[config.mk]
export PLATFORM = sky130hd
export DESIGN_NAME = multicycle_stage_sequencer_flat
export DESIGN_NICKNAME = d
export VERILOG_FILES = /design/src/rtl/multicycle_stage_sequencer_if.sv /design/src/rtl/multicycle_stage_sequencer.sv /design/src/flat_wrapper.sv
export SDC_FILE = /design/constraint.sdc
export NUM_CORES = 1
export LEC_CHECK = 0
export ABC_AREA = 1
export CELL_PAD_IN_SITES_DETAIL_PLACEMENT = 0
export CELL_PAD_IN_SITES_GLOBAL_PLACEMENT = 1
export CORE_MARGIN = 3
export CORE_UTILIZATION = 40
export DETAILED_ROUTE_END_ITERATION = 12
export PLACE_DENSITY = 0.82
export SETUP_SLACK_MARGIN = 0.15
export SYNTH_ARGS = -nofsm -noshare
export SYNTH_HDL_FRONTEND = slang
export SYNTH_SLANG_ARGS = --single-unit
export TNS_END_PERCENT = 20
[constraint.sdc]
create_clock -name clk -period 3.1 [get_ports clk]
set_input_delay 0.62 -clock clk [delete_from_list [all_inputs] [get_ports clk]]
set_output_delay 0.62 -clock clk [all_outputs]
set_load 0.02 [all_outputs]
[src/rtl/multicycle_stage_sequencer_if.sv]
// ---------------------------------------------------------------------------
// multicycle_stage_sequencer_if
//
// Purpose: groups the control/status signals of the multicycle stage
//          sequencer into one bundle.
//
// Modports:
//   master : the core side. Drives run, stage_done, skip_mask, halt_req and
//            observes the stage enables and status.
//   slave  : the sequencer. Consumes the handshakes and drives stage_en,
//            stage_idx, instr_done, busy, halted, retired, timeout_err.
//
// Signals:
//   run         level, 1 = keep sequencing instructions
//   stage_done  per-stage completion handshake
//   skip_mask   stages to skip, sampled at decode-stage completion
//   halt_req    stop bit from decode, sampled at decode-stage completion
//   stage_en    one-hot enable of the active stage
//   stage_idx   index of the active stage
//   instr_done  pulse on the last active cycle of an instruction
//   busy        sequencer is running an instruction stream
//   halted      sequencer has stopped on a halt instruction
//   retired     retired-instruction count
//   timeout_err sticky stage watchdog flag
// ---------------------------------------------------------------------------
interface multicycle_stage_sequencer_if #(
    parameter int unsigned NUM_STAGES = 6,
    parameter int unsigned CNT_W      = 32
);
    localparam int unsigned IDX_W = $clog2(NUM_STAGES);

    logic                  run;
    logic [NUM_STAGES-1:0] stage_done;
    logic [NUM_STAGES-1:0] skip_mask;
    logic                  halt_req;

    logic [NUM_STAGES-1:0] stage_en;
    logic [IDX_W-1:0]      stage_idx;
    logic                  instr_done;
    logic                  busy;
    logic                  halted;
    logic [CNT_W-1:0]      retired;
    logic                  timeout_err;

    modport master (
        output run, stage_done, skip_mask, halt_req,
        input  stage_en, stage_idx, instr_done, busy, halted, retired, timeout_err
    );

    modport slave (
        input  run, stage_done, skip_mask, halt_req,
        output stage_en, stage_idx, instr_done, busy, halted, retired, timeout_err
    );
endinterface

[src/rtl/multicycle_stage_sequencer.sv]
// ---------------------------------------------------------------------------
// multicycle_stage_sequencer
//
// Purpose: single-clock stage sequencer for the multicycle core. Walks the
//          execution stages one at a time, producing a one-hot stage enable.
//          Stages can be skipped per instruction (mask sampled when the decode
//          stage completes), selected stages wait for a done handshake, and a
//          halt bit from decode stops the sequencer after the instruction
//          finishes. Retired instructions are counted.
//
// Ports:
//   clk    in  system clock, all state on the rising edge
//   reset  in  asynchronous active-low reset
//   bus    slave modport of multicycle_stage_sequencer_if (run, stage_done,
//          skip_mask, halt_req in; stage_en, stage_idx, instr_done, busy,
//          halted, retired, timeout_err out)
//
// Build option:
//   SEQ_TIMEOUT_EN  when defined, a waiting stage is force-completed after
//                   TIMEOUT_CYCLES cycles without its done handshake and the
//                   sticky timeout_err flag is raised. When undefined, waits
//                   are unbounded and timeout_err is tied low.
// ---------------------------------------------------------------------------
module multicycle_stage_sequencer #(
    parameter int unsigned           NUM_STAGES     = 6,
    parameter int unsigned           DECODE_STAGE   = 1,
    parameter logic [NUM_STAGES-1:0] WAIT_MASK      = 6'b010001,
    parameter int unsigned           CNT_W          = 32,
    parameter int unsigned           TIMEOUT_CYCLES = 16
) (
    input logic                           clk,
    input logic                           reset,
    multicycle_stage_sequencer_if.slave   bus
);
    localparam int unsigned IDX_W = $clog2(NUM_STAGES);
    localparam logic [NUM_STAGES-1:0] EN0 = NUM_STAGES'(1);
    // Only stages after decode can be skipped; lower bits of skip_mask are dropped.
    localparam logic [NUM_STAGES-1:0] SKIP_KEEP = {NUM_STAGES{1'b1}} << (DECODE_STAGE + 1);

    if (NUM_STAGES < 2 || NUM_STAGES > 16) begin : g_bad_num_stages
        $error("NUM_STAGES must be in 2..16");
    end
    if (DECODE_STAGE == 0 || DECODE_STAGE >= NUM_STAGES) begin : g_bad_decode_stage
        $error("DECODE_STAGE must satisfy 0 < DECODE_STAGE < NUM_STAGES");
    end
    if (TIMEOUT_CYCLES < 1) begin : g_bad_timeout
        $error("TIMEOUT_CYCLES must be at least 1");
    end

    typedef enum logic [1:0] {
        ST_IDLE,
        ST_RUN,
        ST_HALTED
    } state_e;

    state_e                state_q,   state_d;
    logic [IDX_W-1:0]      idx_q,     idx_d;
    logic [NUM_STAGES-1:0] en_q,      en_d;
    logic [NUM_STAGES-1:0] skip_q,    skip_d;
    logic                  halt_q,    halt_d;
    logic                  busy_q,    busy_d;
    logic                  halted_q,  halted_d;
    logic [CNT_W-1:0]      retired_q, retired_d;

    logic                  is_decode;
    logic                  stage_cmp;
    logic                  forced;
    logic [NUM_STAGES-1:0] eff_skip;
    logic                  eff_halt;
    logic                  has_next;
    logic [IDX_W-1:0]      next_idx;
    logic                  instr_end;

`ifdef SEQ_TIMEOUT_EN
    localparam int unsigned TCNT_W = $clog2(TIMEOUT_CYCLES) + 1;

    logic [TCNT_W-1:0] tcnt_q, tcnt_d;
    logic              to_err_q, to_err_d;

    // Fires on the TIMEOUT_CYCLES-th cycle spent in a waiting stage.
    assign forced = (state_q == ST_RUN) && WAIT_MASK[idx_q] && !bus.stage_done[idx_q]
                    && (tcnt_q == TCNT_W'(TIMEOUT_CYCLES - 1));

    always_comb begin
        tcnt_d   = '0;
        to_err_d = to_err_q | forced;
        if (state_q == ST_RUN && !stage_cmp) begin
            tcnt_d = tcnt_q + TCNT_W'(1);
        end
    end

    always_ff @(posedge clk or negedge reset) begin
        if (!reset) begin
            tcnt_q   <= '0;
            to_err_q <= 1'b0;
        end else begin
            tcnt_q   <= tcnt_d;
            to_err_q <= to_err_d;
        end
    end

    assign bus.timeout_err = to_err_q;
`else
    assign forced          = 1'b0;
    assign bus.timeout_err = 1'b0;
`endif

    always_comb begin
        is_decode = (idx_q == IDX_W'(DECODE_STAGE));
        stage_cmp = (state_q == ST_RUN)
                    && (!WAIT_MASK[idx_q] || bus.stage_done[idx_q] || forced);

        // At decode completion the live inputs decide the route, so that an
        // instruction with everything skipped ends in that same cycle.
        eff_skip = is_decode ? (bus.skip_mask & SKIP_KEEP) : skip_q;
        eff_halt = is_decode ? bus.halt_req : halt_q;

        has_next = 1'b0;
        next_idx = '0;
        for (int unsigned i = 0; i < NUM_STAGES; i++) begin
            if (!has_next && (i > 32'(idx_q)) && !eff_skip[i]) begin
                has_next = 1'b1;
                next_idx = IDX_W'(i);
            end
        end

        instr_end = stage_cmp && !has_next;
    end

    always_comb begin
        state_d   = state_q;
        idx_d     = idx_q;
        en_d      = en_q;
        skip_d    = skip_q;
        halt_d    = halt_q;
        busy_d    = busy_q;
        halted_d  = halted_q;
        retired_d = retired_q;

        unique case (state_q)
            ST_IDLE: begin
                if (bus.run) begin
                    state_d = ST_RUN;
                    idx_d   = '0;
                    en_d    = EN0;
                    busy_d  = 1'b1;
                end
            end

            ST_RUN: begin
                if (stage_cmp) begin
                    if (is_decode) begin
                        skip_d = eff_skip;
                        halt_d = bus.halt_req;
                    end
                    if (has_next) begin
                        idx_d = next_idx;
                        en_d  = EN0 << next_idx;
                    end else begin
                        retired_d = retired_q + CNT_W'(1);
                        skip_d    = '0;
                        halt_d    = 1'b0;
                        idx_d     = '0;
                        if (eff_halt) begin
                            state_d  = ST_HALTED;
                            en_d     = '0;
                            busy_d   = 1'b0;
                            halted_d = 1'b1;
                        end else if (!bus.run) begin
                            state_d = ST_IDLE;
                            en_d    = '0;
                            busy_d  = 1'b0;
                        end else begin
                            en_d = EN0;
                        end
                    end
                end
            end

            ST_HALTED: begin
                en_d = '0;
            end

            default: begin
                state_d  = ST_IDLE;
                idx_d    = '0;
                en_d     = '0;
                busy_d   = 1'b0;
                halted_d = 1'b0;
            end
        endcase
    end

    always_ff @(posedge clk or negedge reset) begin
        if (!reset) begin
            state_q   <= ST_IDLE;
            idx_q     <= '0;
            en_q      <= '0;
            skip_q    <= '0;
            halt_q    <= 1'b0;
            busy_q    <= 1'b0;
            halted_q  <= 1'b0;
            retired_q <= '0;
        end else begin
            state_q   <= state_d;
            idx_q     <= idx_d;
            en_q      <= en_d;
            skip_q    <= skip_d;
            halt_q    <= halt_d;
            busy_q    <= busy_d;
            halted_q  <= halted_d;
            retired_q <= retired_d;
        end
    end

    assign bus.stage_en   = en_q;
    assign bus.stage_idx  = idx_q;
    assign bus.instr_done = instr_end;
    assign bus.busy       = busy_q;
    assign bus.halted     = halted_q;
    assign bus.retired    = retired_q;
endmodule
[src/flat_wrapper.sv]
// flat-port wrapper written by rule: the top's interface ports become plain ports
module multicycle_stage_sequencer_flat 
#(
    parameter int unsigned           NUM_STAGES     = 6,
    parameter int unsigned           DECODE_STAGE   = 1,
    parameter logic [NUM_STAGES-1:0] WAIT_MASK      = 6'b010001,
    parameter int unsigned           CNT_W          = 32,
    parameter int unsigned           TIMEOUT_CYCLES = 16
)
  (clk, reset, bus_run, bus_stage_done, bus_skip_mask, bus_halt_req, bus_stage_en, bus_stage_idx, bus_instr_done, bus_busy, bus_halted, bus_retired, bus_timeout_err);
  multicycle_stage_sequencer_if #(.NUM_STAGES(NUM_STAGES), .CNT_W(CNT_W)) bus_i ();
  input logic clk;
  input logic reset;
  input wire logic [$bits(bus_i.run)-1:0] bus_run;
  input wire logic [$bits(bus_i.stage_done)-1:0] bus_stage_done;
  input wire logic [$bits(bus_i.skip_mask)-1:0] bus_skip_mask;
  input wire logic [$bits(bus_i.halt_req)-1:0] bus_halt_req;
  output wire logic [$bits(bus_i.stage_en)-1:0] bus_stage_en;
  output wire logic [$bits(bus_i.stage_idx)-1:0] bus_stage_idx;
  output wire logic [$bits(bus_i.instr_done)-1:0] bus_instr_done;
  output wire logic [$bits(bus_i.busy)-1:0] bus_busy;
  output wire logic [$bits(bus_i.halted)-1:0] bus_halted;
  output wire logic [$bits(bus_i.retired)-1:0] bus_retired;
  output wire logic [$bits(bus_i.timeout_err)-1:0] bus_timeout_err;
  assign bus_i.run = bus_run;
  assign bus_i.stage_done = bus_stage_done;
  assign bus_i.skip_mask = bus_skip_mask;
  assign bus_i.halt_req = bus_halt_req;
  assign bus_stage_en = bus_i.stage_en;
  assign bus_stage_idx = bus_i.stage_idx;
  assign bus_instr_done = bus_i.instr_done;
  assign bus_busy = bus_i.busy;
  assign bus_halted = bus_i.halted;
  assign bus_retired = bus_i.retired;
  assign bus_timeout_err = bus_i.timeout_err;
  multicycle_stage_sequencer #(.NUM_STAGES(NUM_STAGES), .DECODE_STAGE(DECODE_STAGE), .WAIT_MASK(WAIT_MASK), .CNT_W(CNT_W), .TIMEOUT_CYCLES(TIMEOUT_CYCLES)) u_core (.clk(clk), .reset(reset), .bus(bus_i));
endmodule
==> reports/qor.txt <==
Number of enable flip-flop cells after synthesis = 0
Site Rows = 31
DRC viols = 0
Startpoint Class = primary input
CTS tree = done
Starting Density = 42.39%
Area leader, netlist = dfrtp_1
Yosys reg bits = 50
Post-DP HPWL = 6.163 mm
Slew HR = 58.96%
Final number of setup-violating endpoints = 0
Commonest non-fill, non-tap cell in the layout = nand2_1
TritonCTS sink count = 50
Syn_nets = 447
CTS clk-pin slew, worst paths = 100 ps
Largest net degree at the start of global routing = 45
Clock network power share = 45.6%
Maxcap violations = 0
Ys async rst share = 100.0%
PD cells = 319.9 nW/um^2
Area Overhead vs Synth = 23.86%
Vias in the first global route = 2,736
Root buf cell = clkbuf_8
Die ar. = 8994 sq um
Clock Path Buffers = 2
Crit end category = output port
Clk_skew = 7.858 ps
Internal power = 0.001007 W
Overall die width = 94.84 um
Worst-margin pin slew = 610.9 ps
Register area = 1251 sq um
Hold_ws = 295.6 ps
Drt pass-1 iters = 4
Seq/Total Area, Yosys = 39.64%
DR vias/cell = 4.889
WL/cell = 13.63 um
Worst Path Arrival = 2140 ps
Port Buffer Count = 53
NetSw = 0.0002439 W
Final min period = 2765 ps
Grt total ovfl = 0
VDD IR-drop max = 0.1594 mV
Unrepaired setup endpoints after global routing = no
First-pass GRT wire length = 13.53 mm
Fin. Hold Viols = 0
Core ar. = 7447 sq um
Net Sw Frac = 19.50%
Area of the multi-input gates = 1659 sq um
Postcts setup bufs = 0
Final Cycle Share = 89.18%
Final setup TNS = 0 ps
Final WL = 8.014 mm
GRT Overall Usage = 19.26%
ANT nets after route = 0
Overall via count from detail_route = 2,875
Die height = 94.84 um
Final Max Slew Viols = 0
Antenna violations before repair = 0
Mean post-synth cell area = 7.341 sq um
Synth top area share = 39.64%
Ant diodes = 0
Synth Cell Area = 3157 sq um
Final net count = 505
Crit path kind = in -> out
Synth cell types = 34
Most used DFF post-synth = dfrtp_1
Most frequent cells in the layout = 158 x nand2_1, 51 x clkdlybuf4s50_1, 50 x dfrtp_1
FILL cells = 730
Worst hold path class = in -> async
Max Clk Rate = 361.7 MHz
Boundary Pins = 61
Latest clock arrival within the worst-skew pair = 300 ps
Ranking of synthesized cells by area = dfrtp_1 40%, nand2_1 19%, xor2_1 6.7%
Inserted Clock Buffers = 5
Reg power frac = 52.1%
Ratio of cells with drive above 1 in the final layout = 10.02%
Crit-path max FO = 3
Mapped Cells = 430
Outcome = completed
Yosys warns = 0
Htree depth = 2
WP data required = 2480 ps
GPL Wtd Cong = 0.8517
Lkg Pwr = 1.878 nW
Combinational power share = 2.3%
Drt initial violations = 166
synthesized netlist by cell type, types with 2 or more instances:
| master | n |
|---|---|
| nand3_2 | 2 |
| o21ai_0 | 9 |
| dfrtp_1 | 50 |
| xnor2_1 | 3 |
| nand2_2 | 2 |
| nor2_2 | 3 |
| xor2_1 | 24 |
| nor2_1 | 48 |
| o21ai_2 | 18 |
| buf_6 | 5 |
| o21ai_1 | 3 |
| inv_1 | 40 |
| nor3_1 | 15 |
| inv_2 | 2 |
| nand4_1 | 10 |
| nand2_1 | 158 |
| nand3_1 | 21 |
registers in the layout, indices dropped and copies added (netlist names):
register,cells
u_core.bus.busy,1
u_core.bus.halted,1
u_core.bus.retired,32
u_core.bus.stage_en,6
u_core.bus.stage_idx,3
u_core.halt_q,1
u_core.skip_q,5
u_core.state_q,1
critical path, stage by stage:
cell and delay [ps]:
clkdlybuf4s50_1 480, nand2_1 60, nand2_1 50, nand2_1 60, nand2_2 80, nand2_1 80
nor2_4 150, nand3_4 110, nor2_8 110, dlygate4sd2_1 340
repair_timing:
item                       4_1_cts  5_1_grt
setup endpoints to repair        1        0
hold buffers                     0        0
hold endpoints to repair         0        0
resized for setup                1        0
kinds of logic (layout without fill, tap and decap cells):
group	Yosys count	count (layout)	synth area share (%)
other	1	1	0.1188
AO/OA/AOI/OAI	34	34	8.204
adder cells (fa/ha/maj)	1	1	0.3963
AND/OR/NAND/NOR	266	266	36.35
flip-flops	50	50	39.64
buffers and inverters	51	110	7.808
XOR/XNOR	27	27	7.491
final timing paths:
kind                                    startpoint                endpoint  slack (ps)  cells after the start
setup / recovery                  bus_skip_mask[3]          bus_instr_done         340                     10
hold / removal                               reset  u_core.bus.retired[17]         300                      1
setup reg to reg           u_core.bus.stage_idx[2]  u_core.bus.retired[20]         960                     12
hold reg to reg             u_core.bus.stage_en[3]  u_core.bus.stage_en[3]         500                      2
max in group asynchronous                    reset           u_core.halt_q        2020                      2
min in group clk            u_core.bus.stage_en[3]  u_core.bus.stage_en[3]         500                      2
final cells by class:
| class | instances | area share, % |
|---|---|---|
| multi-input combinational | 329 | 42.43 |
| sequential | 50 | 32.00 |
| timing repair buffer | 59 | 14.56 |
| inverter | 43 | 4.192 |
| tap | 99 | 3.168 |
| clock buffer | 6 | 2.112 |
| clock inverter | 2 | 1.536 |
stage by stage:
stage,cells,power (W),util [%],area (sq um),worst slack [ps]
floorplan,430,0.0006693,-,3157,902.7
global placement,580,0.0006944,50.60,3769,60.66
detailed placement,580,0.0006947,50.60,3769,57.40
CTS,588,0.001269,52.50,3910,326.0
global route,588,0.001295,52.50,3910,185.1
finish,588,0.001251,52.50,3910,335.4
power by group through the flow:
stage / Combinational (W) / Clock, W / Sequential (W)
5_1_grt: 0.0000334 / 0.000610 / 0.000652
3_3_place_gp: 0.0000299 / 0 / 0.000665
3_5_place_dp: 0.0000301 / 0 / 0.000665
2_1_floorplan: 0.00000456 / 0 / 0.000665
6_report: 0.0000290 / 0.000570 / 0.000652
4_1_cts: 0.0000301 / 0.000587 / 0.000652
per-layer routing:
layer	wire, um	track usage (%)
met5	0	0
met4	65	3.726
met3	395	3.108
met2	3876	32.77
met1	3677	25.93
Note: power is estimated with default switching activity, not from simulation.
